**config.mk**
```make
export PLATFORM = sky130hd
export DESIGN_NAME = b01_deser
export DESIGN_NICKNAME = d
export VERILOG_FILES = /design/src/rtl/b01_deser.sv
export SDC_FILE = /design/constraint.sdc
export NUM_CORES = 1
export LEC_CHECK = 0
export CAP_MARGIN = 15
export CORE_MARGIN = 2
export CORE_UTILIZATION = 31
export DETAILED_ROUTE_END_ITERATION = 8
export PLACE_DENSITY_LB_ADDON = 0.2
export SLEW_MARGIN = 0
export SYNTH_ARGS = -nofsm -noshare
export SYNTH_HDL_FRONTEND = slang
export SYNTH_SLANG_ARGS = --single-unit
```
**constraint.sdc**
```tcl
create_clock -name clock -period 2.1 [get_ports clock]
set_input_delay 0.63 -clock clock [delete_from_list [all_inputs] [get_ports clock]]
set_output_delay 0.63 -clock clock [all_outputs]
set_load 0.02 [all_outputs]
```
**src/rtl/b01_deser.sv**
```systemverilog
`default_nettype none
// ============================================================================
// Module   : b01_deser
// Brief    : Serial-to-parallel deserializer for the flow-comparator bit stream,
//            with per-word overflow tally and a one-word output holding stage.
// Revision : 1.0 - initial release
// ============================================================================
module b01_deser #(
   parameter int W = 8
) (
   input  logic         clock,
   input  logic         nRESET_G,
   input  logic         BIT_VALID,
   input  logic         OUTP_IN,
   input  logic         OVERFLW_IN,
   input  logic         DATA_READY,
   output logic [W-1:0] DATA_OUT,
   output logic [4:0]   OVF_CNT,
   output logic         DATA_VALID,
   output logic         DROP_ERR
);

   localparam int CNT_W = $clog2(W);
   localparam logic [CNT_W-1:0] C_LAST_BIT = CNT_W'(W - 1);

   localparam logic [0:0] S_EMPTY = 1'b0;
   localparam logic [0:0] S_FULL  = 1'b1;

   logic [0:0]       r_state;
   logic [W-1:0]     r_shift;
   logic [CNT_W-1:0] r_bit_cnt;
   logic [4:0]       r_ovf_acc;
   logic [W-1:0]     r_data_out;
   logic [4:0]       r_ovf_out;
   logic             r_drop_err;

   logic             w_word_done;
   logic [W-1:0]     w_shift_next;
   logic [4:0]       w_ovf_next;

   assign w_word_done  = BIT_VALID && (r_bit_cnt == C_LAST_BIT);
   assign w_shift_next = {r_shift[W-2:0], OUTP_IN};
   assign w_ovf_next   = r_ovf_acc + {4'd0, OVERFLW_IN};

   // Collection path: only qualified bits touch the shift/count state.
   always_ff @(posedge clock or negedge nRESET_G) begin
      if (!nRESET_G) begin
         r_shift   <= '0;
         r_bit_cnt <= '0;
         r_ovf_acc <= '0;
      end else if (BIT_VALID) begin
         r_shift <= w_shift_next;
         if (w_word_done) begin
            r_bit_cnt <= '0;
            r_ovf_acc <= '0;
         end else begin
            r_bit_cnt <= r_bit_cnt + 1'b1;
            r_ovf_acc <= w_ovf_next;
         end
      end
   end

   // Output holding stage: a completed word is loaded when the slot is empty
   // or being drained on the same edge, otherwise it is dropped.
   always_ff @(posedge clock or negedge nRESET_G) begin
      if (!nRESET_G) begin
         r_state    <= S_EMPTY;
         r_data_out <= '0;
         r_ovf_out  <= '0;
         r_drop_err <= 1'b0;
      end else begin
         case (r_state)
            S_EMPTY: begin
               if (w_word_done) begin
                  r_data_out <= w_shift_next;
                  r_ovf_out  <= w_ovf_next;
                  r_state    <= S_FULL;
               end
            end
            S_FULL: begin
               if (w_word_done) begin
                  if (DATA_READY) begin
                     r_data_out <= w_shift_next;
                     r_ovf_out  <= w_ovf_next;
                  end else begin
                     r_drop_err <= 1'b1;
                  end
               end else if (DATA_READY) begin
                  r_state <= S_EMPTY;
               end
            end
            default: r_state <= S_EMPTY;
         endcase
      end
   end

   assign DATA_OUT   = r_data_out;
   assign OVF_CNT    = r_ovf_out;
   assign DATA_VALID = (r_state == S_FULL);
   assign DROP_ERR   = r_drop_err;

endmodule
`default_nettype wire

```
==> results of run 1 <==
-- synth_stat cells (2+ instances only) --
cell type / count / share of area
dfrtp_1: 30 / 0.60
mux2_2: 21 / 0.19
nand2_1: 5 / 0.015
ha_1: 4 / 0.040
o21ai_0: 4 / 0.016
o2bb2ai_1: 4 / 0.028
nand2b_1: 3 / 0.015
a31oi_1: 2 / 0.0099
buf_2: 2 / 0.0080
inv_1: 2 / 0.0060
nand3_1: 2 / 0.0080
o31ai_1: 2 / 0.012
xnor2_1: 2 / 0.014
-- worst max-delay path by stage --
stage / start / end / slack, ns / depth (start not counted)
2_1_floorplan: OVERFLW_IN / OVF_CNT[4] / 0.47 / 5
3_3_place_gp: OVERFLW_IN / OVF_CNT[4] / -0.05 / 6
3_5_place_dp: OVERFLW_IN / OVF_CNT[4] / -0.09 / 6
4_1_cts: OVF_CNT[0] / OVF_CNT[0] / 0.20 / 1
5_1_grt: OVERFLW_IN / OVF_CNT[4] / 0.12 / 6
6_report: OVERFLW_IN / OVF_CNT[4] / 0.21 / 6
-- cells in the final DEF, fill, tap and decap left out, types with 2 or more instances in the layout --
| master | synthesis | routed |
|---|---|---|
| nand2b_1 | 3 | 3 |
| buf_4 | 0 | 5 |
| mux2_2 | 21 | 21 |
| nand3_1 | 2 | 2 |
| dfrtp_1 | 30 | 30 |
| inv_1 | 2 | 2 |
| o21ai_0 | 4 | 4 |
| o2bb2ai_1 | 4 | 4 |
| ha_1 | 4 | 4 |
| nand2_1 | 5 | 5 |
| clkbuf_8 | 0 | 6 |
| a31oi_1 | 2 | 2 |
| xnor2_1 | 2 | 2 |
| clkdlybuf4s50_1 | 0 | 20 |
| o31ai_1 | 2 | 2 |
-- kinds of logic after synthesis --
logic type	synth area share
xor+xnor	0.0209
compound gates	0.0716
mux	0.188
flops	0.597
buf+inv	0.0259
simple gates	0.0567
fa+ha+maj	0.0398
-- worst max-delay path, delay by kind of cell --
family,cells,cell delay (ns)
and+or+nand+nor,1,0.13
buffers and inverters,1,0.47
adders and majority gates,2,0.44
xor gates and xnor gates,1,0.14
muxes,1,0.26
-- stage by stage --
stage	instances	TNS [ns]	hold slack (ns)	area, um2	setup WS, ns
floorplan	90	0	0.334	1260	0.465
global placement	162	-0.0503	0.462	1550	-0.0503
detailed placement	162	-0.109	0.481	1550	-0.0924
CTS	170	0	0.497	1640	0.196
global route	170	0	0.505	1640	0.117
finish	170	0	0.492	1640	0.206
-- power by group through the flow --
stage	logic (mW)	clock network [mW]	registers, mW
2_1_floorplan	0.327	0	1.05
3_3_place_gp	0.786	0	0.930
3_5_place_dp	0.790	0	0.935
4_1_cts	0.796	0.492	0.931
5_1_grt	0.851	0.516	0.957
6_report	0.780	0.469	0.928
-- state kept, by name, indices dropped and copies added, names as in the netlist --
name and count:
OVF_CNT 5, r_bit_cnt 3, DATA_OUT 8, r_shift 7, DROP_ERR 1, DATA_VALID 1
r_ovf_acc 5
-- area by class of cell --
| class | count | area [um2] |
|---|---|---|
| sequential | 30 | 751 |
| tap | 50 | 62.6 |
| multi-input combinational | 54 | 474 |
| fill | 349 | 2300 |
| clock inverter | 1 | 5.00 |
| timing repair buffer | 26 | 258 |
| inverter | 2 | 7.51 |
| clock buffer | 7 | 86.3 |
-- routing by layer --
metal  share of wire  up-vias
met3           0.052        5
li1                -      376
met4           0.017        0
met2            0.45       20
met1            0.48      391
met5               0        -
==> impl_results.md, run 1 <==
- Most used cell, CP: ha_1
- # rows: 23
- Synthesized instance count: 90
- Power density over the cells: 1320 mW/mm2
- DIE AREA: 0.00458 mm2
- Register area share after synthesis: 0.597
- Met3 Usage GRT: 0.0400
- Internal Power: 1.49 mW
- Fin Clk Skew: 0.00527 ns
- First-pass GRT wire length: 3.85 mm
- IO Pins: 21
- Min-delay worst type: reg2reg
- Chip width: 67.7 um
- Worst-path clk slew: 0.06 ns
- CP Cell Sequence: clkdlybuf4s50_1 -> ha_1 -> ha_1 -> nand3_1 -> xnor2_1 -> mux2_2
- Routed len/inst: 13.1 um
- Final core utilization: 0.417
- Syn-to-layout area delta: 30.7%
- Vias/cell: 4.66
- Ys Warns: 0
- Worst-path fanout max: 4
- Ys flop type: dfrtp_1
- H-tree Lvls: 2
- # port buffers: 20
- Yosys cell types: 20
- Lkg Pwr: 0.733 nW
- Initial antenna violation count: 0
- TritonCTS clock tree: yes
- Critical Path RT: 2.27 ns
- DR vias: 792
- Logic gate share of total power: 0.358
- Worst Path Arrival: 2.06 ns
- Gp weighted congestion: 0.731
- Layout cell share with drive strength beyond 1: 0.300
- Number of flops mapped to enable cells by yosys: 0
- Hold Fails Final Rpt: 0
- GRT Util Overall: 0.114
- Clock latency on the worst-skew pair: 0.28 ns
- RR Endpoint: OVF_CNT[1]
- Die Y: 67.7 um
- Fin nets: 129
- Root Buffer: clkbuf_8
- # hold bufs at CTS: 0
- CP max stage cell: clkdlybuf4s50_1
- Reg-to-reg slack, setup: 0.56 ns
- Async set-reset flop share out of synthesis: 1.00
- First-pass iteration count of the detailed router: 3
- Slew headroom: 0.746
- Routed Antenna Nets: 0
- Fmax: 528 MHz
- VDD IR max: 0.478 mV
- Final setup vio count: 0
- Post-CTS Setup Repair Bufs: 0
- Mapped Nets: 100
- Initial Utilization: 0.319
- Crit share post-route: 0.902
- Met1 Use GR: 0.140
- Largest net degree at the start of global routing: 31
- Reg-to-Reg Start: r_bit_cnt[0]
- Std-Cell Core Area: 0.00394 mm2
- Outcome: finished, final reports clean
- DP Wirelength: 1.50 mm
- RSZ-0062 raised after global routing: no
- Psw: 0.691 mW
- GR peak layer: met2
- Reg2Reg Depth: 6
- CTS Buf Count: 5
- Total gr overflow: 0
- Register share of total power: 0.426
- Clk pwr share: 0.216
- Mapped Area: 0.00126 mm2
- Hold path endpoint: DROP_ERR
- Resized Gates After CTS: 0
- Final WL: 2.23 mm
- Worst setup EP type: register
- Tmin final: 1.89 ns
- Pwr Total: 2.18 mW
- Min-Delay Startpoint: DROP_ERR
- CTS Buffer Depth: 2
- Switching Share: 0.317
- DRC violations left: 0
- Max Transition Viols Final: 0
- Iter 0 DRT Violations: 48
- Clock sinks: 30
- Worst setup SP type: primary input
- Vias in the first global route: 857
- Measured slew at the worst slew-check pin: 0.381 ns
- Max-cap viol count: 0
- Setup CP Type: in2reg
- Hold-critical path depth: 1
- #FFs+latches synth: 30
- Peak per-stage delay on the critical path: 0.47 ns
- Met2 GRT Util: 0.178
- N_diodes: 0
- Syn Area/Cell: 14.0 um2
(Power assumes the default switching activity.)
==> run 2: changes to the inputs <==
--- a/config.mk
+++ b/config.mk
@@ -6,7 +6,7 @@
 export NUM_CORES = 1
 export LEC_CHECK = 0
 export CAP_MARGIN = 15
-export CORE_MARGIN = 2
+export CORE_MARGIN = 1.5
 export CORE_UTILIZATION = 31
 export DETAILED_ROUTE_END_ITERATION = 8
 export PLACE_DENSITY_LB_ADDON = 0.2
==> run 2 against run 1 <==
  * Setup slack better by 0.013 ns
  * Critical path type is now reg2out
  * Highest routed layer unchanged
  * Maximum frequency is 0.71% higher
  * Critical endpoint is now OVF_CNT[2]
  * Count of clock-buffer cells in the layout stayed put
  * Core utilization is 1.6 points higher
==> impl_results.md, run 2 (synthesis gave the netlist of run 1 again) <==
- Max-cap viol count: 0 (unchanged)
- Fin nets: 128 (-0.78%)
- Clock sinks: 30 (unchanged)
- DIE AREA: 0.00445 mm2 (-2.9%)
- CP max stage cell: clkdlybuf4s50_1
- Logic gate share of total power: 0.357 (about the same)
- Fin Clk Skew: 0.00724 ns (+0.00197 ns)
- Root Buffer: clkbuf_8
- DRC violations left: 0 (unchanged)
- Die Y: 66.7 um (-1.5%)
- Worst-path clk slew: 0.07 ns (about the same)
- Number of cells on the critical path: 1 (-5)
- GRT Util Overall: 0.125 (+0.0112)
- Syn-to-layout area delta: 30.0%
- Crit share post-route: 0.896 (-0.00639)
- Max Transition Viols Final: 0 (unchanged)
- Routed met3 length: 146 um (+25%)
- Std-Cell Core Area: 0.00377 mm2 (-4.3%)
- Setup CP Type: reg2out
- Internal Power: 1.48 mW (-0.39%)
- DR vias: 796 (+0.51%)
- Resized Gates After CTS: 0 (unchanged)
- Worst-path fanout max: 2 (-2)
- Pwr Total: 2.18 mW (+0.19%)
- Final WL: 2.30 mm (+3.0%)
- FF/Latch Area: 751 um2 (unchanged)
- TritonCTS clock tree: yes
- Largest net degree at the start of global routing: 31 (unchanged)
- Reg2Reg Depth: 6 (unchanged)
- Outcome: finished, final reports clean
- Initial Utilization: 0.333 (+0.0145)
- CTS Buffer Depth: 2 (unchanged)
- Critical path buffer and inverter count: 1 (unchanged)
- Initial antenna violation count: 0 (unchanged)
- Worst setup SP type: register
- Worst Path Arrival: 1.25 ns (-0.81 ns)
- CTS Buf Count: 5 (unchanged)
- Worst setup EP type: output pin
- Critical Path RT: 1.47 ns (-0.80 ns)
- Total gr overflow: 0 (unchanged)
- Max FFs per register: 8 (unchanged)
- Tmin final: 1.88 ns (-0.0134 ns)
- Area occupied by multi-input gates: 474 um2 (unchanged)
- Largest delay contributor family on the critical path: buffers and inverters
- Reg-to-reg slack, setup: 0.34 ns (-0.22 ns)
- Layout cell share with drive strength beyond 1: 0.294 (-0.00588)
- Lkg Pwr: 0.727 nW (-0.91%)
- Leading cell types in the layout, fill and taps excluded: 30 x dfrtp_1, 21 x mux2_2, 20 x clkdlybuf4s50_1
- Iter 0 DRT Violations: 24 (-50%)
- First-pass iteration count of the detailed router: 4 (+1)
- Peak per-stage delay on the critical path: 0.62 ns (+0.15 ns)
- Clk pwr share: 0.217 (about the same)
- Switching Share: 0.321 (+0.00391)
- Gp weighted congestion: 0.772 (+5.6%)
- Register share of total power: 0.426 (about the same)
- H-tree Lvls: 2 (unchanged)
- RSZ-0062 raised after global routing: no
- Psw: 0.701 mW (+1.4%)
- FILL cells: 351 (+0.57%)
- Clock latency on the worst-skew pair: 0.29 ns (about the same)
- # port buffers: 20 (unchanged)
- CP Cell Sequence: clkdlybuf4s50_1
- Wire length on met2: 1.03 mm (+2.3%)
- Hold-critical path depth: 1 (unchanged)
- Post-CTS Setup Repair Bufs: 0 (unchanged)
- Met1 WL: 1.07 mm (+0.19%)
- Fmax: 532 MHz (+0.71%)
- IO Pins: 21 (unchanged)
- Min-delay worst type: reg2reg
- VDD IR max: 0.644 mV (+35%)
- Final setup vio count: 0 (unchanged)
- Top Layer Used: met4
- First-pass GRT wire length: 3.95 mm (+2.7%)
- Slew headroom: 0.745 (about the same)
- # hold bufs at CTS: 0 (unchanged)
- Final core utilization: 0.433 (+0.0163)
- Power density over the cells: 1340 mW/mm2 (+0.80%)
- Most common cell after layout, fill and taps aside: dfrtp_1
- Measured slew at the worst slew-check pin: 0.382 ns (+0.000955 ns)
- Vias in the first global route: 864 (+0.82%)
- Routed len/inst: 13.8 um (+4.9%)
- N_diodes: 0 (unchanged)
- Chip width: 66.7 um (-1.5%)
- # rows: 22 (-4.3%)
- Routed Antenna Nets: 0 (unchanged)
- Hold Fails Final Rpt: 0 (unchanged)
- Vias/cell: 4.77 (+2.3%)
- DP Wirelength: 1.50 mm (-0.23%)
## run 2: power by group through the flow
stage	Combinational [mW]	Sequential, mW	Clock [mW]
final	0.778	0.930	0.474
after floorplan	0.327	1.05	0
after CTS	0.791	0.935	0.490
after global routing	0.842	0.966	0.518
after global placement	0.773	0.929	0
after detailed placement	0.783	0.941	0
## run 2: metrics by stage
stage / cells / setup TNS, ns / area (um2) / worst slack (ns) / hold WS [ns]
global placement: 159 / -0.0162 / 1540 / -0.0162 / 0.462
finish: 167 / 0 / 1630 / 0.219 / 0.501
CTS: 167 / 0 / 1630 / 0.207 / 0.501
floorplan: 90 / 0 / 1260 / 0.465 / 0.334
detailed placement: 159 / -0.0355 / 1540 / -0.0355 / 0.486
global route: 167 / 0 / 1630 / 0.170 / 0.522
## run 2: final timing paths
kind | startpoint | to
hold / removal | r_ovf_acc[0] | r_ovf_acc[0]
max in group asynchronous | nRESET_G | DATA_OUT[5]
setup / recovery | OVF_CNT[2] | OVF_CNT[2]
hold reg to reg | r_ovf_acc[0] | r_ovf_acc[0]
min in group asynchronous | nRESET_G | OVF_CNT[4]
setup reg to reg | r_bit_cnt[0] | DATA_OUT[4]
## run 2: worst register-to-register path, delay by kind of cell (launching register included)
family / cells / cell delay, ns
AND/OR/NAND/NOR: 2 / 0.28
multiplexers: 1 / 0.34
adder cells (fa/ha/maj): 2 / 0.51
buffers and inverters: 1 / 0.15
flip-flops: 1 / 0.37
## run 2: layout make-up
cell class                      instances  area share
Clock buffer                            7      0.0528
Clock inverter                          1     0.00306
Inverter                                2     0.00459
Multi-Input combinational cell         54       0.290
Sequential cell                        30       0.459
Tap cell                               48      0.0368
Timing Repair Buffer                   25       0.153
## run 2: metal layers
layer | vias to the layer above | global-route usage
met3 | 6 | 0.0591
met4 | 0 | 0.0714
met1 | 397 | 0.139
met2 | 20 | 0.195
li1 | 373 | -
met5 | - | 0
==> run 3: changes to the inputs <==
==> constraint.sdc (replaced) <==
create_clock -name clock -period 2.3 [get_ports clock]
set_input_delay 0.69 -clock clock [delete_from_list [all_inputs] [get_ports clock]]
set_output_delay 0.69 -clock clock [all_outputs]
set_load 0.02 [all_outputs]
==> run 3 against run 2 <==
  * Global-route usage shrank 0.74 points
  * Design area grew 2.2%
  * Wire length shrank 3.5%
  * Count of clock-buffer cells in the layout shrank 1
  * Final cell count shrank 1.2%
  * Hold slack lost 0.0053 ns
  * Largest cell class unchanged
  * Largest power group unchanged
==> impl_results.md, run 3 (synthesis gave the netlist of run 1 again) <==
- Reg-to-reg slack, setup: 0.54 ns (+0.20 ns)
- First-pass GRT wire length: 3.71 mm (-6.3%)
- Reg-to-Reg Start: r_bit_cnt[0]
- Fin nets: 126 (-1.6%)
- DR vias: 773 (-2.9%)
- Final WL: 2.22 mm (-3.5%)
- Internal Power: 1.57 mW (+6.0%)
- Worst-path clk slew: 0.06 ns (about the same)
- DP Wirelength: 1.51 mm (+1.0%)
- Power density over the cells: 1320 mW/mm2 (-1.1%)
- Slew headroom: 0.752 (+0.00643)
- Max Transition Viols Final: 0 (unchanged)
- TritonCTS clock tree: yes
- Vias/cell: 4.68 (-1.7%)
- Crit share post-route: 0.861
- # hold bufs at CTS: 0 (unchanged)
- Std-Cell Core Area: 0.00377 mm2 (unchanged)
- GRT Util Overall: 0.117 (-0.00741)
- Setup CP Type: in2reg
- DRC violations left: 0 (unchanged)
- Hold-critical path depth: 1 (unchanged)
- Clock latency on the worst-skew pair: 0.28 ns (about the same)
- VDD IR max: 0.653 mV (+1.4%)
- Worst Path Arrival: 2.14 ns (+0.89 ns)
- Worst setup SP type: primary input
- Chip width: 66.7 um (unchanged)
- Clk pwr share: 0.297 (+0.080)
- Outcome: finished, final reports clean
- Met3 Usage GRT: 0.0507 (-0.00845)
- Most common cell after layout, fill and taps aside: dfrtp_1
- RSZ-0062 raised after global routing: no
- Hold path endpoint: DROP_ERR
- # port buffers: 20 (unchanged)
- Min-delay worst type: reg2reg
- DIE AREA: 0.00445 mm2 (unchanged)
- Root Buffer: clkbuf_8
- Worst-path fanout max: 5 (+3)
- CTS Buffer Depth: 2 (unchanged)
- Die Y: 66.7 um (unchanged)
- Psw: 0.637 mW (-9.2%)
- Reg2Reg Depth: 6 (unchanged)
- Largest net degree at the start of global routing: 31 (unchanged)
- FF/Latch Area: 751 um2 (unchanged)
- Max-cap viol count: 0 (unchanged)
- Vias in the first global route: 768 (-11%)
- Iter 0 DRT Violations: 15 (-38%)
- Layout cell share with drive strength beyond 1: 0.291 (-0.00352)
- N_diodes: 0 (unchanged)
- Resized Gates After CTS: 0 (unchanged)
- Total gr overflow: 0 (unchanged)
- Fin Clk Skew: 0.00506 ns (-0.00218 ns)
- H-tree Lvls: 2 (unchanged)
- Post-route setup TNS: 0 ns (unchanged)
- Tmin final: 1.98 ns
- GR peak layer: met2
- Leading cell types in the layout, fill and taps excluded: 30 x dfrtp_1, 21 x mux2_2, 20 x clkdlybuf4s50_1
- RR Endpoint: OVF_CNT[4]
- Max FFs per register: 8 (unchanged)
- IO Pins: 21 (unchanged)
- Final Instance Area: 0.00167 mm2 (+2.2%)
- Min-Delay Startpoint: DROP_ERR
- Logic gate share of total power: 0.319 (-0.038)
- Final setup vio count: 0 (unchanged)
- # rows: 22 (unchanged)
- Met2 GRT Util: 0.174 (-0.0213)
- Measured slew at the worst slew-check pin: 0.372 ns (-0.00964 ns)
- CTS Buf Count: 5 (unchanged)
- Dpl cell area: 0.00153 mm2 (-0.97%)
- Syn-to-layout area delta: 32.8%
- First-pass iteration count of the detailed router: 4 (unchanged)
- Clock sinks: 30 (unchanged)
- Met1 Use GR: 0.151 (+0.0123)
- Initial Utilization: 0.333 (unchanged)
- Hold Fails Final Rpt: 0 (unchanged)
- Routed Antenna Nets: 0 (unchanged)
- Post-CTS Setup Repair Bufs: 0 (unchanged)
- Lkg Pwr: 0.740 nW (+1.9%)
- Routed len/inst: 13.4 um (-2.4%)
- Fmax: 505 MHz
- Switching Share: 0.288 (-0.0327)
- FILL cells: 361 (+2.8%)
- Initial antenna violation count: 0 (unchanged)
- Register share of total power: 0.384 (-0.042)
- Worst setup EP type: register
- Critical Path RT: 2.46 ns (+0.99 ns)
- Gp weighted congestion: 0.755 (-2.2%)
- Area occupied by multi-input gates: 474 um2 (unchanged)
[run 3: cell count changes in the layout (fill, tap and decap cells not counted)]
cell and delta:
buf_4 -2, clkinv_2 -1, bufinv_16 +2, clkbuf_1 -1
[run 3: metal layers]
metal  share of wire  vias up
met5               0        -
met4           0.019        0
met3           0.060        5
met2            0.45       22
met1            0.47      375
li1                -      371
[run 3: final cells by class]
cell class / count / share of cell area
flip-flops and latches: 30 / 0.449
multi-input cells: 54 / 0.284
repair buffers: 23 / 0.141
clock buffers: 6 / 0.0494
clock inverters: 2 / 0.0360
well taps: 48 / 0.0360
inverters: 2 / 0.00449
[run 3: worst max path at each step]
| stage | startpoint | to | slack, ns | cells after the start |
|---|---|---|---|---|
| 2_1_floorplan | OVERFLW_IN | OVF_CNT[4] | 0.61 | 5 |
| 3_3_place_gp | OVERFLW_IN | OVF_CNT[4] | 0.08 | 6 |
| 3_5_place_dp | OVERFLW_IN | OVF_CNT[4] | 0.03 | 6 |
| 4_1_cts | OVERFLW_IN | OVF_CNT[4] | 0.33 | 6 |
| 5_1_grt | OVERFLW_IN | OVF_CNT[4] | 0.23 | 6 |
| 6_report | OVERFLW_IN | OVF_CNT[4] | 0.32 | 6 |
[run 3: metrics by stage]
step	std cells	power [mW]	setup slack, ns	hold WS [ns]	util
2_1_floorplan	90	1.25	0.605	0.394	-
3_3_place_gp	157	1.55	0.0789	0.462	0.405
3_5_place_dp	157	1.57	0.0279	0.484	0.405
4_1_cts	165	2.24	0.326	0.503	0.443
5_1_grt	165	2.34	0.230	0.525	0.443
6_report	165	2.21	0.320	0.495	0.443
[run 3: critical path: stages]
cell and delay, ns:
clkdlybuf4s50_1 0.46, ha_1 0.18, ha_1 0.26, nand3_1 0.14, xnor2_1 0.14, mux2_2 0.26
[run 3: power groups by stage]
stage	clock network, mW	logic (mW)	registers [mW]
5_1_grt	0.697	0.763	0.878
2_1_floorplan	0	0.298	0.956
6_report	0.655	0.705	0.846
4_1_cts	0.672	0.718	0.851
3_3_place_gp	0	0.702	0.850
3_5_place_dp	0	0.714	0.858
